File: config.mk
export PLATFORM = sky130hd
export DESIGN_NAME = frame_buf_ctrl
export DESIGN_NICKNAME = d
export VERILOG_FILES = /design/src/rtl/frame_buf_ctrl.sv
export SDC_FILE = /design/constraint.sdc
export NUM_CORES = 1
export LEC_CHECK = 0
export ABC_AREA = 1
export CAP_MARGIN = 20
export CELL_PAD_IN_SITES_DETAIL_PLACEMENT = 2
export CELL_PAD_IN_SITES_GLOBAL_PLACEMENT = 2
export CORE_ASPECT_RATIO = 1.5
export CORE_MARGIN = 3
export CORE_UTILIZATION = 20
export DETAILED_ROUTE_END_ITERATION = 6
export PLACE_DENSITY = 0.86
export SYNTH_ARGS = -nofsm -noshare
export SYNTH_HDL_FRONTEND = slang
export SYNTH_SLANG_ARGS = --single-unit
File: constraint.sdc
create_clock -name clk -period 2.2 [get_ports clk]
set_input_delay 0.22 -clock clk [delete_from_list [all_inputs] [get_ports clk]]
set_output_delay 0.22 -clock clk [all_outputs]
set_load 0.1 [all_outputs]
File: src/rtl/frame_buf_ctrl.sv
// Triple-buffer DDR frame slot manager between capture and host readout.
// Optional FRAME_BUF_TIMESTAMP_EN adds per-slot capture-done timestamps.
module frame_buf_ctrl #(
    parameter int          IMAGE_COLUMNS   = 2592,
    parameter int          IMAGE_ROWS      = 1944,
    parameter int          BYTES_PER_PIXEL = 2,
    parameter logic [29:0] BASE_ADDR       = 30'h0,
    parameter logic [29:0] BUF_STRIDE      = 30'hA00000
) (
    input  logic        clk,
    input  logic        reset_clk,
    input  logic        cap_frame_start,
    input  logic        cap_frame_done,
    output logic        cap_grant,
    output logic [29:0] cap_addr,
    input  logic        readout_req,
    output logic        readout_start,
    output logic [29:0] readout_addr,
    output logic [23:0] readout_count,
    input  logic        readout_done,
    output logic        frame_ready,
    output logic [7:0]  frames_dropped,
    output logic [31:0] readout_timestamp
);

    localparam logic [63:0] FRAME_BYTES64 =
        64'(IMAGE_COLUMNS) * 64'(IMAGE_ROWS) * 64'(BYTES_PER_PIXEL);
    localparam logic [23:0] FRAME_BYTES = FRAME_BYTES64[23:0];

    if (FRAME_BYTES64 > 64'h0000_0000_00FF_FFFF) begin : g_size_err
        $error("frame_buf_ctrl: frame size does not fit readout_count");
    end

    localparam logic [1:0] SL_FREE    = 2'd0;
    localparam logic [1:0] SL_WRITING = 2'd1;
    localparam logic [1:0] SL_READY   = 2'd2;
    localparam logic [1:0] SL_READING = 2'd3;

    typedef enum logic [1:0] {
        RD_IDLE   = 2'd0,
        RD_WAIT   = 2'd1,
        RD_ACTIVE = 2'd2
    } rd_state_e;

    rd_state_e         r_state;
    rd_state_e         w_state_nxt;

    logic [2:0][1:0]   r_slot;
    logic [2:0][1:0]   w_slot_nxt;
    logic              r_pend;
    logic              w_pend;
    logic              w_pend_nxt;

    logic              w_has_wr;
    logic [1:0]        w_wr_idx;
    logic              w_has_rdy;
    logic [1:0]        w_rdy_idx;
    logic [1:0]        w_alloc_idx;
    logic              w_drop;
    logic              w_ready_nxt;
    logic              w_pick;
    logic              w_release;

    logic              r_cap_grant;
    logic [29:0]       r_cap_addr;
    logic              r_rd_start;
    logic [29:0]       r_rd_addr;
    logic [23:0]       r_rd_count;
    logic              r_frame_ready;
    logic [7:0]        r_dropped;

    function automatic logic [29:0] f_slot_addr(input logic [1:0] idx);
        return BASE_ADDR + ({28'd0, idx} * BUF_STRIDE);
    endfunction

    assign w_pend = r_pend | readout_req;

    // Read FSM: state register
    always_ff @(posedge clk) begin
        if (reset_clk) begin
            r_state <= RD_IDLE;
        end else begin
            r_state <= w_state_nxt;
        end
    end

    // Read FSM: next state
    always_comb begin
        w_state_nxt = r_state;
        unique case (r_state)
            RD_IDLE: begin
                if (w_pend) w_state_nxt = RD_WAIT;
            end
            RD_WAIT: begin
                if (w_has_rdy) w_state_nxt = RD_ACTIVE;
            end
            RD_ACTIVE: begin
                if (readout_done) w_state_nxt = w_pend ? RD_WAIT : RD_IDLE;
            end
            default: w_state_nxt = RD_IDLE;
        endcase
    end

    // Read FSM: outputs
    always_comb begin
        w_pick    = 1'b0;
        w_release = 1'b0;
        case (r_state)
            RD_WAIT:   w_pick    = w_has_rdy;
            RD_ACTIVE: w_release = readout_done;
            default: ;
        endcase
    end

    assign w_pend_nxt = w_pick ? 1'b0 : w_pend;

    always_comb begin
        w_has_wr  = 1'b0;
        w_wr_idx  = 2'd0;
        w_has_rdy = 1'b0;
        w_rdy_idx = 2'd0;
        for (int i = 0; i < 3; i++) begin
            if (r_slot[i] == SL_WRITING) begin
                w_has_wr = 1'b1;
                w_wr_idx = 2'(i);
            end
            if (r_slot[i] == SL_READY) begin
                w_has_rdy = 1'b1;
                w_rdy_idx = 2'(i);
            end
        end
    end

    // Order: release, pick, done, then start allocates from what is left free.
    always_comb begin
        w_slot_nxt  = r_slot;
        w_drop      = 1'b0;
        w_alloc_idx = 2'd0;
        w_ready_nxt = 1'b0;
        if (w_release) begin
            for (int i = 0; i < 3; i++) begin
                if (r_slot[i] == SL_READING) w_slot_nxt[i] = SL_FREE;
            end
        end
        if (w_pick) w_slot_nxt[w_rdy_idx] = SL_READING;
        if (cap_frame_done && w_has_wr) begin
            if (w_has_rdy && !w_pick) begin
                w_slot_nxt[w_rdy_idx] = SL_FREE;
                w_drop = 1'b1;
            end
            w_slot_nxt[w_wr_idx] = SL_READY;
        end
        if (cap_frame_start) begin
            if (w_has_wr && !cap_frame_done) begin
                w_slot_nxt[w_wr_idx] = SL_FREE;
                w_drop = 1'b1;
            end
            for (int i = 2; i >= 0; i--) begin
                if (w_slot_nxt[i] == SL_FREE) w_alloc_idx = 2'(i);
            end
            w_slot_nxt[w_alloc_idx] = SL_WRITING;
        end
        for (int i = 0; i < 3; i++) begin
            if (w_slot_nxt[i] == SL_READY) w_ready_nxt = 1'b1;
        end
    end

    always_ff @(posedge clk) begin
        if (reset_clk) begin
            r_slot        <= {3{SL_FREE}};
            r_pend        <= 1'b0;
            r_cap_grant   <= 1'b0;
            r_cap_addr    <= BASE_ADDR;
            r_rd_start    <= 1'b0;
            r_rd_addr     <= BASE_ADDR;
            r_rd_count    <= 24'd0;
            r_frame_ready <= 1'b0;
            r_dropped     <= 8'd0;
        end else begin
            r_slot        <= w_slot_nxt;
            r_pend        <= w_pend_nxt;
            r_cap_grant   <= cap_frame_start;
            r_rd_start    <= w_pick;
            r_frame_ready <= w_ready_nxt;
            if (cap_frame_start) r_cap_addr <= f_slot_addr(w_alloc_idx);
            if (w_pick) begin
                r_rd_addr  <= f_slot_addr(w_rdy_idx);
                r_rd_count <= FRAME_BYTES;
            end
            if (w_drop && r_dropped != 8'hFF) r_dropped <= r_dropped + 8'd1;
        end
    end

`ifdef FRAME_BUF_TIMESTAMP_EN
    logic [31:0]      r_cyc;
    logic [2:0][31:0] r_ts;
    logic [31:0]      r_rd_ts;

    always_ff @(posedge clk) begin
        if (reset_clk) begin
            r_cyc   <= 32'd0;
            r_ts    <= '0;
            r_rd_ts <= 32'd0;
        end else begin
            r_cyc <= r_cyc + 32'd1;
            if (cap_frame_done && w_has_wr) r_ts[w_wr_idx] <= r_cyc;
            if (w_pick) r_rd_ts <= r_ts[w_rdy_idx];
        end
    end

    assign readout_timestamp = r_rd_ts;
`else
    assign readout_timestamp = 32'd0;
`endif

    assign cap_grant      = r_cap_grant;
    assign cap_addr       = r_cap_addr;
    assign readout_start  = r_rd_start;
    assign readout_addr   = r_rd_addr;
    assign readout_count  = r_rd_count;
    assign frame_ready    = r_frame_ready;
    assign frames_dropped = r_dropped;

endmodule

==> run_results.csv, run 1 <==
group,metric,value,unit
run_status,status,"finished clean",
global_route,gr-usage-all-layers,8.23,%
sta,grt_setup_unrepaired,"no",
hold_path,holdCritPathClass,"register to register",
yosys,synth.avg_cell_area,7.11,µm²
sta,finalSetupTns,0,ns
cts,post-cts-setup-buffer-count,0,
global_route,grt_start_max_net_pins,15,
die,dieHeight,132,µm
worst_setup_path,end_kind,"register",
cts,tritoncts.num_buffers,3,
die,placementRows,45,
global_route,antenna_violations_before_repair,0,
global_route,grt_pass1_vias,1743,
layout,finish.cell_count_without_fillers,463,
sta,setup_skew_after_layout,0.00418,ns
cts,tritoncts_clock_tree,"yes",
place,gp_routability_congestion,0.794,
yosys,portion_of_the_post_synthesis_area_used_by_sequential_elements,23.6,%
route,wirelength,5120,µm
sta,fin_crit_sh,76.7,%
yosys,post_synth_num_cell_types,31,
die,die-area,0.0119,mm²
cts,clockBufferDepth,2,
cts,htreeDepth,1,
sta,worst_hold_slack,0.459,ns
worst_setup_path,worstSetupPathType,"primary input to register",
route,dr_total_vias,1610,
route,via_per_inst,3.48,
worst_setup_path,required_time_worst_endpoint,2.40,ns
worst_setup_path,critPathLaunchType,"primary input",
layout,num-nets-final,330,
yosys,synth.ff_latch_count,25,
global_route,globalRoute.totalOverflow,0,
job,max_cap_viol_count,0,
yosys,synth_cells,298,
cts,cts_hold_repair.buffers,0,
sta,finalSetupViolCount,0,
layout,area.growth.synth_to_final,2.89,%
layout,filler_cell_count,1283,
sta,timing_hold_violations_final,0,
worst_setup_path,worst-endpoint-arrival,1.89,ns
route,drt_first_iter_violations,22,
cts,cts_repair_resize_count,0,
place,dp_hpwl,4420,µm
yosys,synth_area,0.00212,mm²
cts,cts_sinks,25,
cts,clkLatencyLatePin,0.26,ns
layout,layout.cells.most_common,"conb_1",
sta,slew_violations,0,
yosys,synth.largest_area_cell,"buf_4",
die,num_io_pins,133,
cts,cts_root_buf,"clkbuf_16",
worst_setup_path,cp_max_fo,5,
global_route,grt_pass1_wl,8180,µm
die,floorplan.initialDensity,20.7,%
route,routed_wire_length_per_instance,11.1,µm
place,io_buffer_count,32,
place,placedCellCount,459,
pwr,power,2.87,mW
yosys,synth_top_cells_by_area,"buf_4, dfxtp_1, nand2_1, inv_1, a21oi_1",
layout,layout_common_cells,"conb_1, nand2_1, buf_4",
pwr,power.density_cell_area,1310,mW/mm²
route,drc_errors,0,
pwr,p_leak,1.13,nW
cts,cts.reportedPaths.clkPinSlew,0.07,ns
pwr,peakVddDrop,402,µV
yosys,yosys_warn_count,0,
sta,timing_limited_maximum_frequency,593,MHz
route,ant_nets,0,
die,horizontal_extent_of_the_die,90.1,µm
worst_setup_path,ff2ff_setup_slack,0.51,ns
layout,diodes,0,
yosys,yosysTopAreaCellShare,39.3,%
sta,final_critical_path_required_period,1.69,ns
die,floorplan.core_area,0.0102,mm²
layout,final_layout_size_suffix_gt1_share,17.1,%
route,detailedRoute.firstPassIterationCount,3,
critical path, stage by stage:
cell,delay [ns]
clkdlybuf4s50_1,0.49
nand3_1,0.19
nand2_1,0.13
nand3_1,0.10
nand2_1,0.10
inv_1,0.07
nor2_4,0.13
o21ai_2,0.07
a21boi_1,0.20
nand3_1,0.11
nand2_1,0.07
logic make-up (layout without fill, tap and decap cells):
family,after synthesis,after routing,share of synthesized area (%)
adders and majority gates,1,1,0.590
buffers and inverters,144,69,45.2
and+or+nand+nor,92,92,21.5
other,1,100,0.177
DFF,25,25,23.6
AOI/OAI and AO/OA,35,35,8.97
flip-flops by register name, summed over array words and instances, names as in the netlist:
name,cells
readout_addr,2
cap_addr,2
readout_start,1
r_slot,6
cap_grant,1
r_state,2
readout_count,1
r_pend,1
frame_ready,1
frames_dropped,8
layout make-up:
cell class / count / area, µm² / share of cell area (%)
clock inverter: 1 / 5.00 / 0.229
inverter: 30 / 113 / 5.16
timing repair buffer: 35 / 275 / 12.6
multi-input combinational: 228 / 1030 / 47.4
tap: 141 / 176 / 8.09
sequential: 25 / 503 / 23.1
clock buffer: 3 / 75.1 / 3.44
where the power goes:
group	internal [mW]	switching, mW	leakage [nW]	total, mW
Clock	0.245	0.167	0.0409	0.412
Combinational	0.257	1.60	0.886	1.86
Sequential	0.525	0.0688	0.205	0.594
Total	1.03	1.84	1.13	2.87
per-stage QoR:
stage / utilization [%] / area (µm²) / worst slack, ns
finish: 21.3 / 2180 / 0.513
floorplan: - / 2490 / 0.0967
CTS: 21.3 / 2180 / 0.460
global route: 21.3 / 2180 / 0.253
global placement: 20.5 / 2100 / 0.305
detailed placement: 20.5 / 2100 / 0.217
synth_stat cells (all sizes together):
| master | count |
|---|---|
| buf | 112 |
| a2111oi | 1 |
| a21boi | 1 |
| o21ai | 12 |
| conb | 1 |
| and3 | 1 |
| dfxtp | 25 |
| clkbuf | 2 |
| a211oi | 1 |
| nor3 | 3 |
| nand4 | 2 |
| a21oi | 19 |
| clkinv | 1 |
| nor2 | 25 |
| ha | 1 |
| nand2 | 38 |
| nand3 | 21 |
| inv | 29 |
| o21bai | 1 |
| and2 | 1 |
| nor3b | 1 |
per-layer routing:
metal / track usage [%] / routed length, µm / vias up
li1: - / - / 771
met1: 8.38 / 1830 / 746
met2: 16.5 / 2840 / 89
met3: 1.71 / 378 / 4
met4: 2.30 / 68 / 0
met5: 0 / 0 / -
worst paths after layout:
check | startpoint | end | cells after the start
max | readout_done | frame_ready | 11
max reg2reg | r_state[0] | frame_ready | 11
min | r_state[0] | r_state[0] | 1
min reg2reg | r_state[0] | r_state[0] | 1
No activity file was read; power rests on OpenSTA's default activity.
==> inputs of run 2 (changes only) <==
- CORE_UTILIZATION: 20 -> 18
- PLACE_DENSITY: 0.86 -> 0.79
- clock period: 2.2 -> 1.6 ns (I/O delays scaled with it)
==> run 2 against run 1 <==
  * The run now ends with setup timing left
  * Total power rose by 76%
  * Sequential share of layout area fell by 5.8 points
  * Sequential power rose by 53%
  * Register-to-register slack got worse by 0.55 ns
  * Flip-flop and latch count did not move
  * Critical path type is now register to register
==> run_results.csv, run 2 (synthesized netlist as in run 1, its figures left out) <==
group,metric,value,unit
layout,layout.cells.most_common,"conb_1",
global_route,grt_pass1_wl,10300,µm
route,drc_errors,0,
route,detailedRoute.firstPassIterationCount,3,
hold_path,holdCritPathClass,"register to register",
sta,timing_hold_violations_final,0,
layout,final_layout_size_suffix_gt1_share,41.5,%
die,horizontal_extent_of_the_die,94.6,µm
worst_setup_path,cp_slowest_stage_delay,0.38,ns
sta,fin_crit_sh,102,%
pwr,power,5.06,mW
pwr,power.clock.fraction,11.4,%
layout,diodes,0,
route,wirelength,6560,µm
route,routed_wire_length_per_instance,13.1,µm
layout,finish.cell_count_without_fillers,501,
sta,setup_skew_after_layout,0.00245,ns
place,gp_routability_congestion,0.801,
cts,cts_root_buf,"clkbuf_16",
worst_setup_path,end_kind,"register",
pwr,power.density_cell_area,1610,mW/mm²
global_route,grt_pass1_vias,2026,
layout,area.growth.synth_to_final,48.1,%
route,dr_total_vias,1817,
worst_setup_path,required_time_worst_endpoint,1.76,ns
cts,tritoncts.num_buffers,3,
worst_setup_path,worstPathCellList,"inv_6, nor2_4, buf_6, nand3_4, nand3_4, nand2_4, buf_4, nand3_2, nand4_1, nand3_1, nand2_1, inv_1, nand2_1",
sta,slew_violations,0,
layout,area_taken_by_multi_input_logic_gates,0.00133,mm²
run_status,status,"finished, violations left",
pwr,power.internal,2.07,mW
die,placementRows,47,
cts,cts_hold_repair.buffers,0,
worst_setup_path,worst-endpoint-arrival,1.79,ns
pwr,p_seq_share,17.9,%
pwr,peakVddDrop,574,µV
global_route,grt_start_max_net_pins,19,
layout,num-nets-final,362,
place,dp_hpwl,4960,µm
cts,clkLatencyLatePin,0.26,ns
route,via_per_inst,3.63,
place,placedInstanceArea,0.00264,mm²
cts,cts.reportedPaths.clkPinSlew,0.07,ns
route,ant_nets,0,
global_route,antenna_violations_before_repair,0,
pwr,p_leak,1.45,nW
sta,grt_setup_unrepaired,"yes",
place,io_buffer_count,32,
worst_setup_path,worstSetupPathType,"register to register",
die,dieHeight,139,µm
worst_setup_path,cp_max_fo,3,
cts,tritoncts_clock_tree,"yes",
pwr,switching_share,59.1,%
sta,least_setup_slack_across_all_paths_after_layout,-0.0355,ns
global_route,globalRoute.totalOverflow,0,
layout,filler_cell_count,1308,
run_status,violations,"setup timing",
sta,final_critical_path_required_period,1.64,ns
place,placedCellCount,484,
die,die-area,0.0131,mm²
cts,cts_sinks,25,
cts,htreeDepth,1,
cts,clockBufferDepth,2,
sta,finalSetupViolCount,6,
pwr,power_switching,2.99,mW
die,floorplan.core_area,0.0113,mm²
layout,layout.cell_area.non_filler,0.00314,mm²
pwr,p_comb_share,70.7,%
worst_setup_path,critPathLaunchType,"register",
layout,layout_common_cells,"conb_1, buf_4, buf_12",
worst_setup_path,timing.critical_path.max_delay_family,"simple AND/OR/NAND/NOR gates",
job,max_cap_viol_count,0,
worst_setup_path,worst-path-buf-inv,4,
die,num_io_pins,133,
layout,largest_register_ffs,8,
sta,timing_limited_maximum_frequency,611,MHz
layout,final-seq-area,542,µm²
worst_setup_path,crit_path_top_delay_cell,"dfxtp_4",
global_route,gr-usage-all-layers,9.80,%
die,floorplan.initialDensity,18.8,%
route,drt_first_iter_violations,27,
## run 2: routing by layer
metal	up-vias	global-route usage [%]	share of wire, %
li1	843	-	-
met1	872	9.81	33
met2	92	19.9	59
met3	10	1.68	5.8
met4	0	2.28	1.5
met5	-	0	0
## run 2: area by class of cell
type	instances	area share [%]
multi-input cells	228	42.2
flip-flops and latches	25	17.3
well taps	147	5.86
repair buffers	67	28.0
inverters	30	4.15
clock buffers	4	2.51
## run 2: through the flow
stage / hold slack [ns] / worst slack [ns] / setup TNS, ns / utilization (%)
after floorplan: 0.374 / -0.0413 / -0.0475 / -
after global placement: 0.444 / -0.291 / -2.90 / 23.4
after detailed placement: 0.481 / -0.374 / -4.48 / 23.4
after CTS: 0.479 / -0.0523 / -0.145 / 25.9
after global routing: 0.520 / -0.183 / -1.66 / 27.8
final: 0.486 / -0.0355 / -0.0609 / 27.8
## run 2: worst paths after layout
| check | startpoint | to | slack [ns] | depth (start not counted) |
|---|---|---|---|---|
| hold / removal | frames_dropped[0] | frames_dropped[0] | 0.49 | 1 |
| setup reg to reg | r_slot[3] | frame_ready | -0.04 | 13 |
| setup / recovery | r_slot[3] | frame_ready | -0.04 | 13 |
| hold reg to reg | frames_dropped[0] | frames_dropped[0] | 0.49 | 1 |
## run 2: power groups by stage
stage / Sequential (mW) / Combinational, mW / Clock, mW
floorplan: 1.12 / 2.17 / 0
global placement: 0.883 / 2.92 / 0
detailed placement: 0.889 / 3.01 / 0
CTS: 0.904 / 3.28 / 0.610
global route: 0.927 / 3.74 / 0.635
finish: 0.906 / 3.57 / 0.576
## run 2: worst register-to-register path: stages, from the launching register on
cell and delay (ns):
dfxtp_4 0.38, inv_6 0.05, nor2_4 0.13, buf_6 0.11
nand3_4 0.09, nand3_4 0.11, nand2_4 0.06, buf_4 0.13
nand3_2 0.07, nand4_1 0.15, nand3_1 0.12, nand2_1 0.06
inv_1 0.05, nand2_1 0.04
## run 2: repair_timing
| item | 4_1_cts | 5_1_grt |
|---|---|---|
| setup endpoints to repair | 15 | 16 |
| buffers inserted | 6 | 7 |
| pin swaps | 21 | 17 |
| gates resized for setup | 50 | 41 |
